File: config.mk
export PLATFORM = sky130hd
export DESIGN_NAME = fwd_hazard_unit
export DESIGN_NICKNAME = d
export VERILOG_FILES = /design/src/rtl/fwd_pkg.sv /design/src/rtl/fwd_src_match.sv /design/src/rtl/fwd_hazard_unit.sv
export SDC_FILE = /design/constraint.sdc
export NUM_CORES = 1
export LEC_CHECK = 0
export ABC_CLOCK_PERIOD_IN_PS = 4600
export CORE_UTILIZATION = 40
export CTS_CLUSTER_SIZE = 14
export DETAILED_ROUTE_END_ITERATION = 10
export PLACE_DENSITY = 0.68
export SYNTH_ARGS = -nofsm -noshare
export SYNTH_HDL_FRONTEND = slang
export SYNTH_SLANG_ARGS = --single-unit
File: constraint.sdc
create_clock -name clk_i -period 4.6 [get_ports clk_i]
set_input_delay 0.46 -clock clk_i [delete_from_list [all_inputs] [get_ports clk_i]]
set_output_delay 0.46 -clock clk_i [all_outputs]
set_load 0.005 [all_outputs]
File: src/rtl/fwd_pkg.sv
// Shared definitions for the EX-stage forwarding / load-use hazard unit:
// forwarding select encodings, default register-address width and the
// control part of a shadow-pipeline stage entry.
package fwd_pkg;

    localparam int FWD_REG_AW = 5;

    localparam logic [1:0] FWD_SEL_RF  = 2'b00;
    localparam logic [1:0] FWD_SEL_WB  = 2'b01;
    localparam logic [1:0] FWD_SEL_MEM = 2'b10;

    // Control bits of one in-flight instruction. The register addresses
    // are kept beside it because their width is a module parameter.
    typedef struct packed {
        logic valid;
        logic reg_write;
        logic mem_read;
    } stage_ctl_t;

endpackage

File: src/rtl/fwd_src_match.sv
// Compares one source register address against two older writers and
// returns the forwarding select. The "mem" writer is the younger one and
// wins over the "wb" writer. Address 0 never matches.
module fwd_src_match
    import fwd_pkg::*;
#(
    parameter int REG_AW = FWD_REG_AW
) (
    input  logic [REG_AW-1:0] rs,
    input  logic              mem_wr,
    input  logic [REG_AW-1:0] mem_rd,
    input  logic              wb_wr,
    input  logic [REG_AW-1:0] wb_rd,
    output logic [1:0]        sel
);

    // Youngest matching writer decides the select.
    always_comb begin
        sel = FWD_SEL_RF;
        if (wb_wr && (wb_rd != '0) && (wb_rd == rs)) begin
            sel = FWD_SEL_WB;
        end
        if (mem_wr && (mem_rd != '0) && (mem_rd == rs)) begin
            sel = FWD_SEL_MEM;
        end
    end

endmodule

File: src/rtl/fwd_hazard_unit.sv
// EX-stage forwarding select and load-use stall generator with its own
// shadow pipeline of EX/MEM/WB destination registers.
// Optional feature macro: FWD_HAZARD_PERF_CNT_EN adds saturating
// stall_cnt_o / fwd_cnt_o performance counters.
module fwd_hazard_unit
    import fwd_pkg::*;
#(
    parameter int REG_AW  = FWD_REG_AW,
    parameter int NUM_SRC = 2
`ifdef FWD_HAZARD_PERF_CNT_EN
    ,
    parameter int CNT_W   = 32
`endif
) (
    input  logic                      clk_i,
    input  logic                      rst_i,
    input  logic                      hold_i,
    input  logic                      flush_i,
    input  logic                      id_valid_i,
    input  logic [NUM_SRC*REG_AW-1:0] id_rs_i,
    input  logic [REG_AW-1:0]         id_rd_i,
    input  logic                      id_reg_write_i,
    input  logic                      id_mem_read_i,
    output logic                      stall_o,
    output logic [2*NUM_SRC-1:0]      ex_fwd_sel_o
`ifdef FWD_HAZARD_PERF_CNT_EN
    ,
    output logic [CNT_W-1:0]          stall_cnt_o,
    output logic [CNT_W-1:0]          fwd_cnt_o
`endif
);

    stage_ctl_t                ex_ctl, mem_ctl, wb_ctl;
    logic [REG_AW-1:0]         ex_rd, mem_rd, wb_rd;
    logic [NUM_SRC*REG_AW-1:0] ex_rs;

    logic                 mem_wr, wb_wr, ex_load_wr;
    logic [2*NUM_SRC-1:0] fwd_raw;
    logic [NUM_SRC-1:0]   ld_hit;

    // mem_read travels down with the entry but only the EX copy is consumed.
    logic unused_ctl;
    assign unused_ctl = mem_ctl.mem_read ^ wb_ctl.mem_read;

    assign mem_wr     = mem_ctl.valid & mem_ctl.reg_write;
    assign wb_wr      = wb_ctl.valid & wb_ctl.reg_write;
    assign ex_load_wr = ex_ctl.valid & ex_ctl.reg_write & ex_ctl.mem_read;

    for (genvar k = 0; k < NUM_SRC; k++) begin : g_src
        logic [1:0] ld_sel;

        fwd_src_match #(.REG_AW(REG_AW)) u_fwd (
            .rs     (ex_rs[k*REG_AW +: REG_AW]),
            .mem_wr (mem_wr),
            .mem_rd (mem_rd),
            .wb_wr  (wb_wr),
            .wb_rd  (wb_rd),
            .sel    (fwd_raw[2*k +: 2])
        );

        // Same matcher, pointed at the load sitting in EX vs. the ID sources.
        fwd_src_match #(.REG_AW(REG_AW)) u_ld (
            .rs     (id_rs_i[k*REG_AW +: REG_AW]),
            .mem_wr (ex_load_wr),
            .mem_rd (ex_rd),
            .wb_wr  (1'b0),
            .wb_rd  ({REG_AW{1'b0}}),
            .sel    (ld_sel)
        );

        assign ld_hit[k] = (ld_sel == FWD_SEL_MEM);
    end

    assign ex_fwd_sel_o = ex_ctl.valid ? fwd_raw : '0;
    assign stall_o      = id_valid_i & ~flush_i & (|ld_hit);

    // Shadow pipeline: reset clears, hold freezes, otherwise shift by one
    // and drop a bubble into EX on flush or load-use stall.
    always_ff @(posedge clk_i) begin
        if (rst_i) begin
            ex_ctl  <= '0;
            mem_ctl <= '0;
            wb_ctl  <= '0;
            ex_rd   <= '0;
            mem_rd  <= '0;
            wb_rd   <= '0;
            ex_rs   <= '0;
        end else if (!hold_i) begin
            wb_ctl  <= mem_ctl;
            wb_rd   <= mem_rd;
            mem_ctl <= ex_ctl;
            mem_rd  <= ex_rd;
            ex_rd   <= id_rd_i;
            ex_rs   <= id_rs_i;
            if (flush_i || stall_o) begin
                ex_ctl <= '0;
            end else begin
                ex_ctl.valid     <= id_valid_i;
                ex_ctl.reg_write <= id_reg_write_i;
                ex_ctl.mem_read  <= id_mem_read_i;
            end
        end
    end

`ifdef FWD_HAZARD_PERF_CNT_EN
    // Saturating event counters, advancing only on un-held clocks.
    always_ff @(posedge clk_i) begin
        if (rst_i) begin
            stall_cnt_o <= '0;
            fwd_cnt_o   <= '0;
        end else if (!hold_i) begin
            if (stall_o && (stall_cnt_o != '1)) begin
                stall_cnt_o <= stall_cnt_o + CNT_W'(1);
            end
            if ((|ex_fwd_sel_o) && (fwd_cnt_o != '1)) begin
                fwd_cnt_o <= fwd_cnt_o + CNT_W'(1);
            end
        end
    end
`endif

endmodule

==> out/metrics.csv, run 1 <==
stage,metric,value,unit
pwr,power_density,315.1,mW/mm^2
route,drc,0,
clock_network,clk_pin_slew,0.06,ns
timing,slew_viol_final,0,
global_route,grt_pass1_vias,1165,
floorplanning,die-height,64.26,um
layout,drive_gt1_frac,0.05914,
synthesis,synth_top_family_by_area,multiplexers,
pwr,leakagePower,0.8437,nW
synthesis,synth.distinct_cells,22,
worst_setup_path,critical_path_required,4.14,ns
floorplanning,die_w,64.26,um
worst_setup_path,crit_path_end,ex_fwd_sel_o[0],
worst_setup_path,r2r_cells,5,
synthesis,synth_area,0.001550,sq mm
route,ant_nets,0,
placement,place_inst,227,
clock_network,clock_path_buffers,2,
route,wl_met3,168,um
clock_network,holdBufCountCts,0,
worst_setup_path,ff2ff_setup_slack,3.03,ns
placement,hpwl,2.458,mm
clock_network,cts_max_level,2,
run,cap_violations,0,
timing,rsz0062_at_grt,no,
synthesis,synth_most_common_cell,dfxtp_1,
worst_setup_path,reg2reg_to,ex_ctl[0]$_SDFFE_PP0N_,
synthesis,synthSimpleGateAreaFrac,0.1743,
synthesis,yosysSeqAreaShare,0.4132,
synthesis,synth_compound_area_frac,0.03390,
synthesis,syn_nets,183,
layout,utilization,0.5227,
global_route,grt.total_usage,0.1775,
route,wl_met1,1.538,mm
global_route,grt_overflow_total,0,
layout,fillers,351,
worst_setup_path,crit_path_start_kind,flop,
route,routed_via_density,5.085,
floorplanning,core,0.003689,sq mm
synthesis,netlist_top_cells_count,"32 x dfxtp_1, 30 x nor2_1, 29 x mux2i_1, 18 x xor2_1, 12 x xnor2_1",
synthesis,synthXorXnorAreaFrac,0.1695,
clock_network,cts_resized,0,
synthesis,synth_fa_ha_area_frac,0,
route,drt-initial-drc-count,57,
min_path,hold_class,reg -> reg,
layout,regArea,640.6,sq um
timing,hold_ws,0.4899,ns
timing,period_share,0.6078,
layout,instances_no_fill,234,
layout,multi_input_area,875.8,sq um
layout,nets,208,
timing,worst_pin_slew,1.207,ns
clock_network,cts_made_buffers,5,
worst_setup_path,slowest_delay,0.59,ns
floorplanning,die-area,0.004129,sq mm
worst_setup_path,critPathCaptureType,output port,
synthesis,async_flop_share,0,
synthesis,synth_edf_count,0,
synthesis,avgSynthCellArea,9.629,sq um
timing,maxSlewHeadroom,0.1926,
global_route,grt_max_degree,36,
worst_setup_path,crit_type,reg -> out,
clock_network,cts_sinks,32,
synthesis,ys_seq_elements,32,
floorplanning,start_util,0.4203,
timing,fmax,357.7,MHz
placement,gp_congestion,0.8444,
worst_setup_path,critPathMaxFanout,4,
clock_network,insertion_delay,0.28,ns
clock_network,post-cts-setup-buffers,0,
route,drt-pass1-iter-count,4,
synthesis,synth_area_leader_cell,dfxtp_1,
clock_network,clockRootBuffer,clkbuf_8,
global_route,grt_first_pass_wirelength,5.506,mm
route,vias,1190,
synthesis,syn_inst,161,
synthesis,muxShareOfSynthArea,0.1872,
route,route.met2.wl,1.561,mm
clock_network,cts_tree,built,
route,top_layer,met4,
global_route,antenna_found_initial,0,
pwr,irDropWorstVdd,183.9,uV
layout,final_area,0.001928,sq mm
route,avgRoutedWirePerCell,14.26,um
layout,antenna_cells,0,
synthesis,netlist_top_cells_area,"dfxtp_1 41%, mux2i_1 19%, xor2_1 10%, nor2_1 7.3%, xnor2_1 6.8%",
worst_setup_path,crit_path_frequent_cell,or4_1,
route,drt_wl_total,3.338,mm
timing,finalSetupTns,0,ns
timing,hold_viol,0,
run_status,status,"complete, no violations",
synthesis,yosys.area.top_type_share,0.4132,
layout,synthToLayoutAreaGrowth,24.37,%
worst_setup_path,path_cells,"or4_1, o2111ai_1, or4_1, nor4_2, clkdlybuf4s50_1",
worst_setup_path,crit_start,wb_rd[1]$_SDFFE_PP0N_,
worst_setup_path,cp.arrival,2.34,ns
worst_setup_path,cp_slowest_cell,or4_1,
placement,placement.io_buffers,26,
floorplanning,placementRows,22,
synthesis,ys.warnings.count,0,
timing,fin_crit,2.796,ns
placement,placed_area,0.001832,sq mm
floorplanning,io_pins,27,
synthesis,synth-main-ff-cell,dfxtp_1,
timing,skew,0.003553,ns
timing,setup_viol,0,
worst_setup_path,r2r-start,ex_rd[1]$_SDFFE_PP0N_,
## cells in the final DEF, fill, tap and decap left out
cell             count
o211ai_1             1
and2_1               1
o22ai_1              3
nand2_1              3
clkdlybuf4s50_1     25
and4b_1              1
buf_2                1
mux2i_1             29
and2_2               1
o211ai_2             1
xnor2_1             12
or4_1                4
clkbuf_8             7
nor4_1               2
nor4_2               1
nand3_1              5
o2111ai_1            1
nor2_1              30
nand3b_1             3
xor2_1              18
nor3_1               4
a21oi_1              1
dfxtp_1             32
## cell type report
type,instances,area share
tap,48,0.03115
timing repair buffer,26,0.1324
clock buffer,7,0.04997
sequential,32,0.3323
multi-input combinational,121,0.4543
## how the worst min path moves through the flow
| stage | start | to | slack [ns] | depth (start not counted) |
|---|---|---|---|---|
| final | ex_ctl[0]$_SDFFE_PP0N_ | ex_ctl[0]$_SDFFE_PP0N_ | 0.49 | 2 |
| after global routing | ex_ctl[1]$_SDFFE_PP0N_ | ex_ctl[1]$_SDFFE_PP0N_ | 0.51 | 2 |
| after CTS | ex_ctl[0]$_SDFFE_PP0N_ | ex_ctl[0]$_SDFFE_PP0N_ | 0.50 | 2 |
| after detailed placement | ex_ctl[0]$_SDFFE_PP0N_ | ex_ctl[0]$_SDFFE_PP0N_ | 0.49 | 2 |
| after global placement | ex_ctl[0]$_SDFFE_PP0N_ | ex_ctl[0]$_SDFFE_PP0N_ | 0.46 | 2 |
| after floorplan | ex_ctl[0]$_SDFFE_PP0N_ | ex_ctl[0]$_SDFFE_PP0N_ | 0.45 | 2 |
## logic make-up after synthesis
| family | count (synthesis) |
|---|---|
| AOI/OAI and AO/OA | 7 |
| xor gates and xnor gates | 30 |
| buffers and inverters | 8 |
| DFF | 32 |
| muxes | 29 |
| and+or+nand+nor | 55 |
## metrics by stage
| stage | setup slack, ns | total power, mW |
|---|---|---|
| finish | 1.804 | 0.6075 |
| global route | 1.703 | 0.6358 |
| CTS | 1.790 | 0.6146 |
| detailed placement | 1.834 | 0.3883 |
| global placement | 1.860 | 0.3858 |
| floorplan | 2.751 | 0.3568 |
## layer usage
metal,GRT usage,vias up
li1,-,600
met4,0.07778,0
met3,0.04643,8
met5,0,-
met1,0.2133,550
met2,0.2947,32
## state kept, by name, indices dropped and copies added (netlist names)
signal,count
ex_ctl,3
ex_rd,5
ex_rs,10
mem_ctl,2
mem_rd,5
wb_ctl,2
wb_rd,5
## power by group
part	switching, mW	internal (mW)
clock	0.0928	0.133
combinational	0.0321	0.0441
sequential	0.0166	0.289
## critical path: cells and delay by family (launching register included)
family                 cells  cell delay, ns
buffers and inverters      1            0.54
and+or+nand+nor            3            0.93
DFF                        1            0.41
AOI/OAI and AO/OA          1            0.17
No activity file was read; power rests on OpenSTA's default activity.
==> run 2, diff against run 1 <==
ABC_CLOCK_PERIOD_IN_PS = 2770   (was 4600)
clock period = 2.77 ns   (was 4.6 ns; I/O delays follow)
==> out/metrics.csv, run 2 (synthesis results as in run 1) <==
stage,metric,value,unit,change
run_status,status,"complete, no violations",,
layout,mostFrequentLayoutCells,"32 x dfxtp_1, 30 x nor2_1, 29 x mux2i_1",,
global_route,grt_max_degree,34,,-5.6%
timing,worst_pin_slew,0.9134,ns,-0.2939 ns
route,drt-initial-drc-count,45,,-21%
run,cap_violations,0,,unchanged
worst_setup_path,crit_type,reg -> out,,
layout,largest-register,ex_rs,,
placement,placed_area,0.001839,sq mm,+0.41%
floorplanning,io_pins,27,,unchanged
route,avgRoutedWirePerCell,13.81,um,-3.2%
global_route,grt_overflow_total,0,,unchanged
layout,drive_gt1_frac,0.06915,,+0.01001
timing,hold_viol,0,,unchanged
floorplanning,core,0.003689,sq mm,unchanged
placement,placement.io_buffers,26,,unchanged
route,drc,0,,unchanged
route,vias,1203,,+1.1%
pwr,leakagePower,0.8416,nW,-0.25%
layout,final_area,0.001937,sq mm,+0.45%
timing,finalSetupTns,0,ns,unchanged
global_route,grt_pass1_vias,1194,,+2.5%
clock_network,insertion_delay,0.28,ns,about the same
floorplanning,placementRows,22,,unchanged
clock_network,cts_max_level,2,,unchanged
pwr,irDropWorstVdd,376.3,uV,+100%
timing,fmax,382.9,MHz,
clock_network,post-cts-setup-buffers,0,,unchanged
pwr,power_density,520.7,mW/mm^2,+65%
layout,nets,209,,+0.48%
clock_network,clock_path_buffers,2,,unchanged
timing,setup_viol,0,,unchanged
min_path,hold_class,reg -> reg,,
timing,rsz0062_at_grt,no,,
pwr,p_sw,0.2542,mW,+80%
pwr,clkPwrFrac,0.371,,about the same
clock_network,clockRootBuffer,clkbuf_8,,
clock_network,cts_made_buffers,5,,unchanged
timing,setup_slack,0.1583,ns,-1.646 ns
timing,skew,0.007486,ns,+0.003933 ns
placement,pre_cts_ws,0.3977,ns,-1.437 ns
pwr,seq_power_share,0.503,,about the same
timing,slew_viol_final,0,,unchanged
worst_setup_path,cp.arrival,2.33,ns,about the same
route,routed_via_density,5.097,,+0.24%
floorplanning,die-area,0.004129,sq mm,unchanged
placement,gp_congestion,0.8609,,+2.0%
timing,maxSlewHeadroom,0.3911,,+0.1985
clock_network,holdBufCountCts,0,,unchanged
pwr,p_comb_frac,0.126,,about the same
route,drt_wl_total,3.258,mm,-2.4%
worst_setup_path,critical_path_required,2.49,ns,-1.65 ns
floorplanning,die_w,64.26,um,unchanged
floorplanning,die-height,64.26,um,unchanged
pwr,p_total,1.009,mW,+66%
floorplanning,start_util,0.4203,,unchanged
worst_setup_path,critPathCaptureType,output port,,
global_route,antenna_found_initial,0,,unchanged
route,drt-pass1-iter-count,4,,unchanged
clock_network,cts_resized,0,,unchanged
route,ant_nets,0,,unchanged
clock_network,cts_tree,built,,
worst_setup_path,crit_path_start_kind,flop,,
pwr,p_sw_frac,0.2520,,+0.01917
layout,utilization,0.5251,,+0.002375
timing,period_share,0.9429,,
worst_setup_path,critPathMaxFanout,5,,+1
layout,mostFrequentLayoutCell,dfxtp_1,,
layout,largest_register_ffs,10,,unchanged
layout,antenna_cells,0,,unchanged
pwr,intPower,0.7544,mW,+62%
timing,fin_crit,2.612,ns,
global_route,grt_first_pass_wirelength,5.513,mm,+0.13%
layout,synthToLayoutAreaGrowth,24.94,%,
clock_network,clk_pin_slew,0.07,ns,about the same
global_route,grt.total_usage,0.1805,,+0.002995
clock_network,cts_sinks,32,,unchanged
[run 2: cell count changes in the layout (fill, tap and decap cells not counted), sizes merged]
cell	before	now
buf	1	2
clkinvlp	0	2
clkbuf	7	6
[run 2: metrics by stage]
stage,std cells,hold WS (ns)
detailed placement,228,0.4832
CTS,236,0.4921
global route,236,0.5186
floorplan,161,0.4209
global placement,228,0.4592
finish,236,0.4910
[run 2: critical path, stage by stage (launching register included)]
cell and delay (ns):
dfxtp_1 0.37, or4_1 0.55, o211ai_2 0.19, nor4_1 0.10, nor4_2 0.29, clkdlybuf4s50_1 0.55
[run 2: final cells by class]
type	instances	area (sq um)
well taps	48	60.06
repair buffers	27	262.8
clock inverters	2	15.01
multi-input cells	121	875.8
flip-flops and latches	32	640.6
clock buffers	6	82.58
fillers	347	1752
[run 2: path summary, 6_finish.rpt]
check,from,end,slack (ns),cells after the start
min,ex_ctl[1]$_SDFFE_PP0N_,ex_ctl[1]$_SDFFE_PP0N_,0.49,2
min reg2reg,ex_ctl[1]$_SDFFE_PP0N_,ex_ctl[1]$_SDFFE_PP0N_,0.49,2
max,mem_rd[3]$_SDFFE_PP0N_,ex_fwd_sel_o[0],0.16,5
max reg2reg,ex_rd[1]$_SDFFE_PP0N_,ex_ctl[0]$_SDFFE_PP0N_,1.24,5
[run 2: power groups by stage]
stage / Combinational [mW] / Sequential (mW) / Clock (mW)
global placement: 0.125 / 0.517 / 0
global route: 0.141 / 0.510 / 0.406
floorplan: 0.0842 / 0.508 / 0
finish: 0.127 / 0.507 / 0.374
CTS: 0.128 / 0.507 / 0.383
detailed placement: 0.128 / 0.517 / 0
[run 2: per-layer routing]
| metal | up-vias | wire, um | track usage | share of wire |
|---|---|---|---|---|
| met4 | 0 | 59 | 0.08333 | 0.018 |
| met3 | 5 | 163 | 0.05536 | 0.050 |
| li1 | 608 | - | - | - |
| met5 | - | 0 | 0 | 0 |
| met2 | 28 | 1469 | 0.2908 | 0.45 |
| met1 | 562 | 1566 | 0.2176 | 0.48 |
==> run 3, diff against run 2 <==
ABC_CLOCK_PERIOD_IN_PS = 2400   (was 2770)
CORE_UTILIZATION = 45   (was 40)
PLACE_DENSITY = 0.77   (was 0.68)
clock period = 2.4 ns   (was 2.77 ns; I/O delays follow)
==> out/metrics.csv, run 3 (synthesis results as in run 1) <==
stage,metric,value,unit,change
floorplanning,die-height,60.70,um,-5.5%
global_route,grt_first_pass_wirelength,5.761,mm,+4.5%
route,drt-pass1-iter-count,6,,+2
run_status,status,"complete, no violations",,
layout,mostFrequentLayoutCells,"30 x nor2_1, 29 x mux2i_1, 27 x dfxtp_1",,
timing,maxSlewHeadroom,0.6519,,+0.2608
layout,mostFrequentLayoutCell,nor2_1,,
floorplanning,die-area,0.003684,sq mm,-11%
worst_setup_path,critical_path_required,2.16,ns,-0.33 ns
layout,nets,214,,+2.4%
timing,hold_ws,0.4823,ns,-0.008695 ns
route,avgRoutedWirePerCell,14.75,um,+6.8%
route,drt_wl_total,3.495,mm,+7.3%
layout,drive_gt1_frac,0.1295,,+0.06038
layout,fillers,286,,-18%
timing,setup_viol,0,,unchanged
route,drt-initial-drc-count,78,,+73%
clock_network,clockRootBuffer,clkbuf_4,,
global_route,grt_pass1_vias,1274,,+6.7%
pwr,p_total,1.065,mW,+5.6%
clock_network,cts_made_buffers,5,,unchanged
floorplanning,die_w,60.70,um,-5.5%
layout,utilization,0.6238,,+0.09871
timing,finalSetupTns,0,ns,unchanged
floorplanning,io_pins,27,,unchanged
clock_network,cts_sinks,32,,unchanged
pwr,irDropWorstVdd,307.1,uV,-18%
timing,rsz0062_at_grt,no,,
layout,synthToLayoutAreaGrowth,26.88,%,
clock_network,insertion_delay,0.33,ns,+0.05 ns
worst_setup_path,critPathMaxFanout,5,,unchanged
layout,largest-register,ex_rs,,
floorplanning,placementRows,20,,-9.1%
layout,antenna_cells,0,,unchanged
global_route,grt_max_degree,36,,+5.9%
worst_setup_path,critPathCaptureType,output port,,
timing,period_share,0.9530,,
route,drc,0,,unchanged
global_route,grt_overflow_total,0,,unchanged
pwr,power_density,541.4,mW/mm^2,+4.0%
placement,hpwl,2.451,mm,
layout,instances_no_fill,237,,+0.42%
worst_setup_path,cp.arrival,2.05,ns,-0.28 ns
timing,slew_viol_final,0,,unchanged
run,cap_violations,0,,unchanged
clock_network,cts_tree,built,,
clock_network,clock_path_buffers,2,,unchanged
clock_network,clk_pin_slew,0.10,ns,+0.03 ns
timing,fin_crit,2.287,ns,
timing,hold_viol,0,,unchanged
placement,gp_congestion,0.9314,,+8.2%
clock_network,post-cts-setup-buffers,0,,unchanged
global_route,grt.total_usage,0.2202,,+0.03973
placement,place_inst,229,,+0.44%
timing,skew,0.008948,ns,+0.001462 ns
global_route,antenna_found_initial,0,,unchanged
worst_setup_path,crit_path_start_kind,flop,,
layout,largest_register_ffs,10,,unchanged
clock_network,cts_max_level,2,,unchanged
min_path,hold_class,reg -> reg,,
worst_setup_path,crit_type,reg -> out,,
floorplanning,start_util,0.4917,,+0.07138
floorplanning,core,0.003153,sq mm,-15%
route,vias,1265,,+5.2%
route,routed_via_density,5.338,,+4.7%
timing,worst_pin_slew,0.5222,ns,-0.3912 ns
pwr,leakagePower,0.8858,nW,+5.3%
route,ant_nets,0,,unchanged
timing,fmax,437.2,MHz,
placement,placement.io_buffers,26,,unchanged
[run 3: cell types whose count changed in the layout (fill, tap and decap cells not counted), sizes merged]
cell / change
clkdlybuf4s50: -4
clkbuf: +2
buf: +5
dlymetal6s2s: +1
clkinvlp: -2
dlygate4sd2: +3
[run 3: metal layers]
metal,global-route usage,share of wire
met5,0,0
met4,0.1299,0.029
met3,0.04478,0.058
met2,0.3642,0.49
met1,0.2649,0.42
[run 3: per-stage QoR]
| step | setup slack, ns | area [sq um] |
|---|---|---|
| finish | 0.1129 | 1967 |
| global placement | 0.1142 | 1872 |
| CTS | 0.006045 | 1961 |
| floorplan | 0.7712 | 1550 |
| global route | 0.001740 | 1967 |
| detailed placement | 0.06412 | 1872 |
[run 3: worst paths after layout]
kind,start,endpoint,slack (ns),cells after the start
setup / recovery,mem_rd[3]$_SDFFE_PP0N_,ex_fwd_sel_o[0],0.11,5
hold / removal,ex_ctl[0]$_SDFFE_PP0N_,ex_ctl[0]$_SDFFE_PP0N_,0.48,2
setup reg to reg,ex_rd[3]$_SDFFE_PP0N_,ex_ctl[0]$_SDFFE_PP0N_,1.02,4
hold reg to reg,ex_ctl[0]$_SDFFE_PP0N_,ex_ctl[0]$_SDFFE_PP0N_,0.48,2
[run 3: area by class of cell]
type                       count  area, sq um  area share
sequential                    32        649.4      0.3302
clock buffer                   8        58.81     0.02990
multi-input combinational    121        904.6      0.4599
timing repair buffer          32        299.0      0.1520
tap                           44        55.05     0.02799
[run 3: worst max-delay path, cell delays in order (launching register included)]
cell and delay, ns:
dfxtp_4 0.38, or4_4 0.55, o211ai_4 0.21, nor4_2 0.07
nor4_2 0.25, dlygate4sd2_1 0.26
[run 3: timing repair]
| item | CTS | global route |
|---|---|---|
| resized for setup | 11 | 4 |
| pin swaps | 2 | 1 |
| endpoints found under the setup margin | 4 | 2 |
| hold buffers | 0 | 0 |
[run 3: power breakdown]
| part | switching [mW] | internal (mW) | total [mW] |
|---|---|---|---|
| sequential | 0.0293 | 0.553 | 0.582 |
| clock | 0.176 | 0.144 | 0.320 |
| combinational | 0.0720 | 0.0901 | 0.162 |
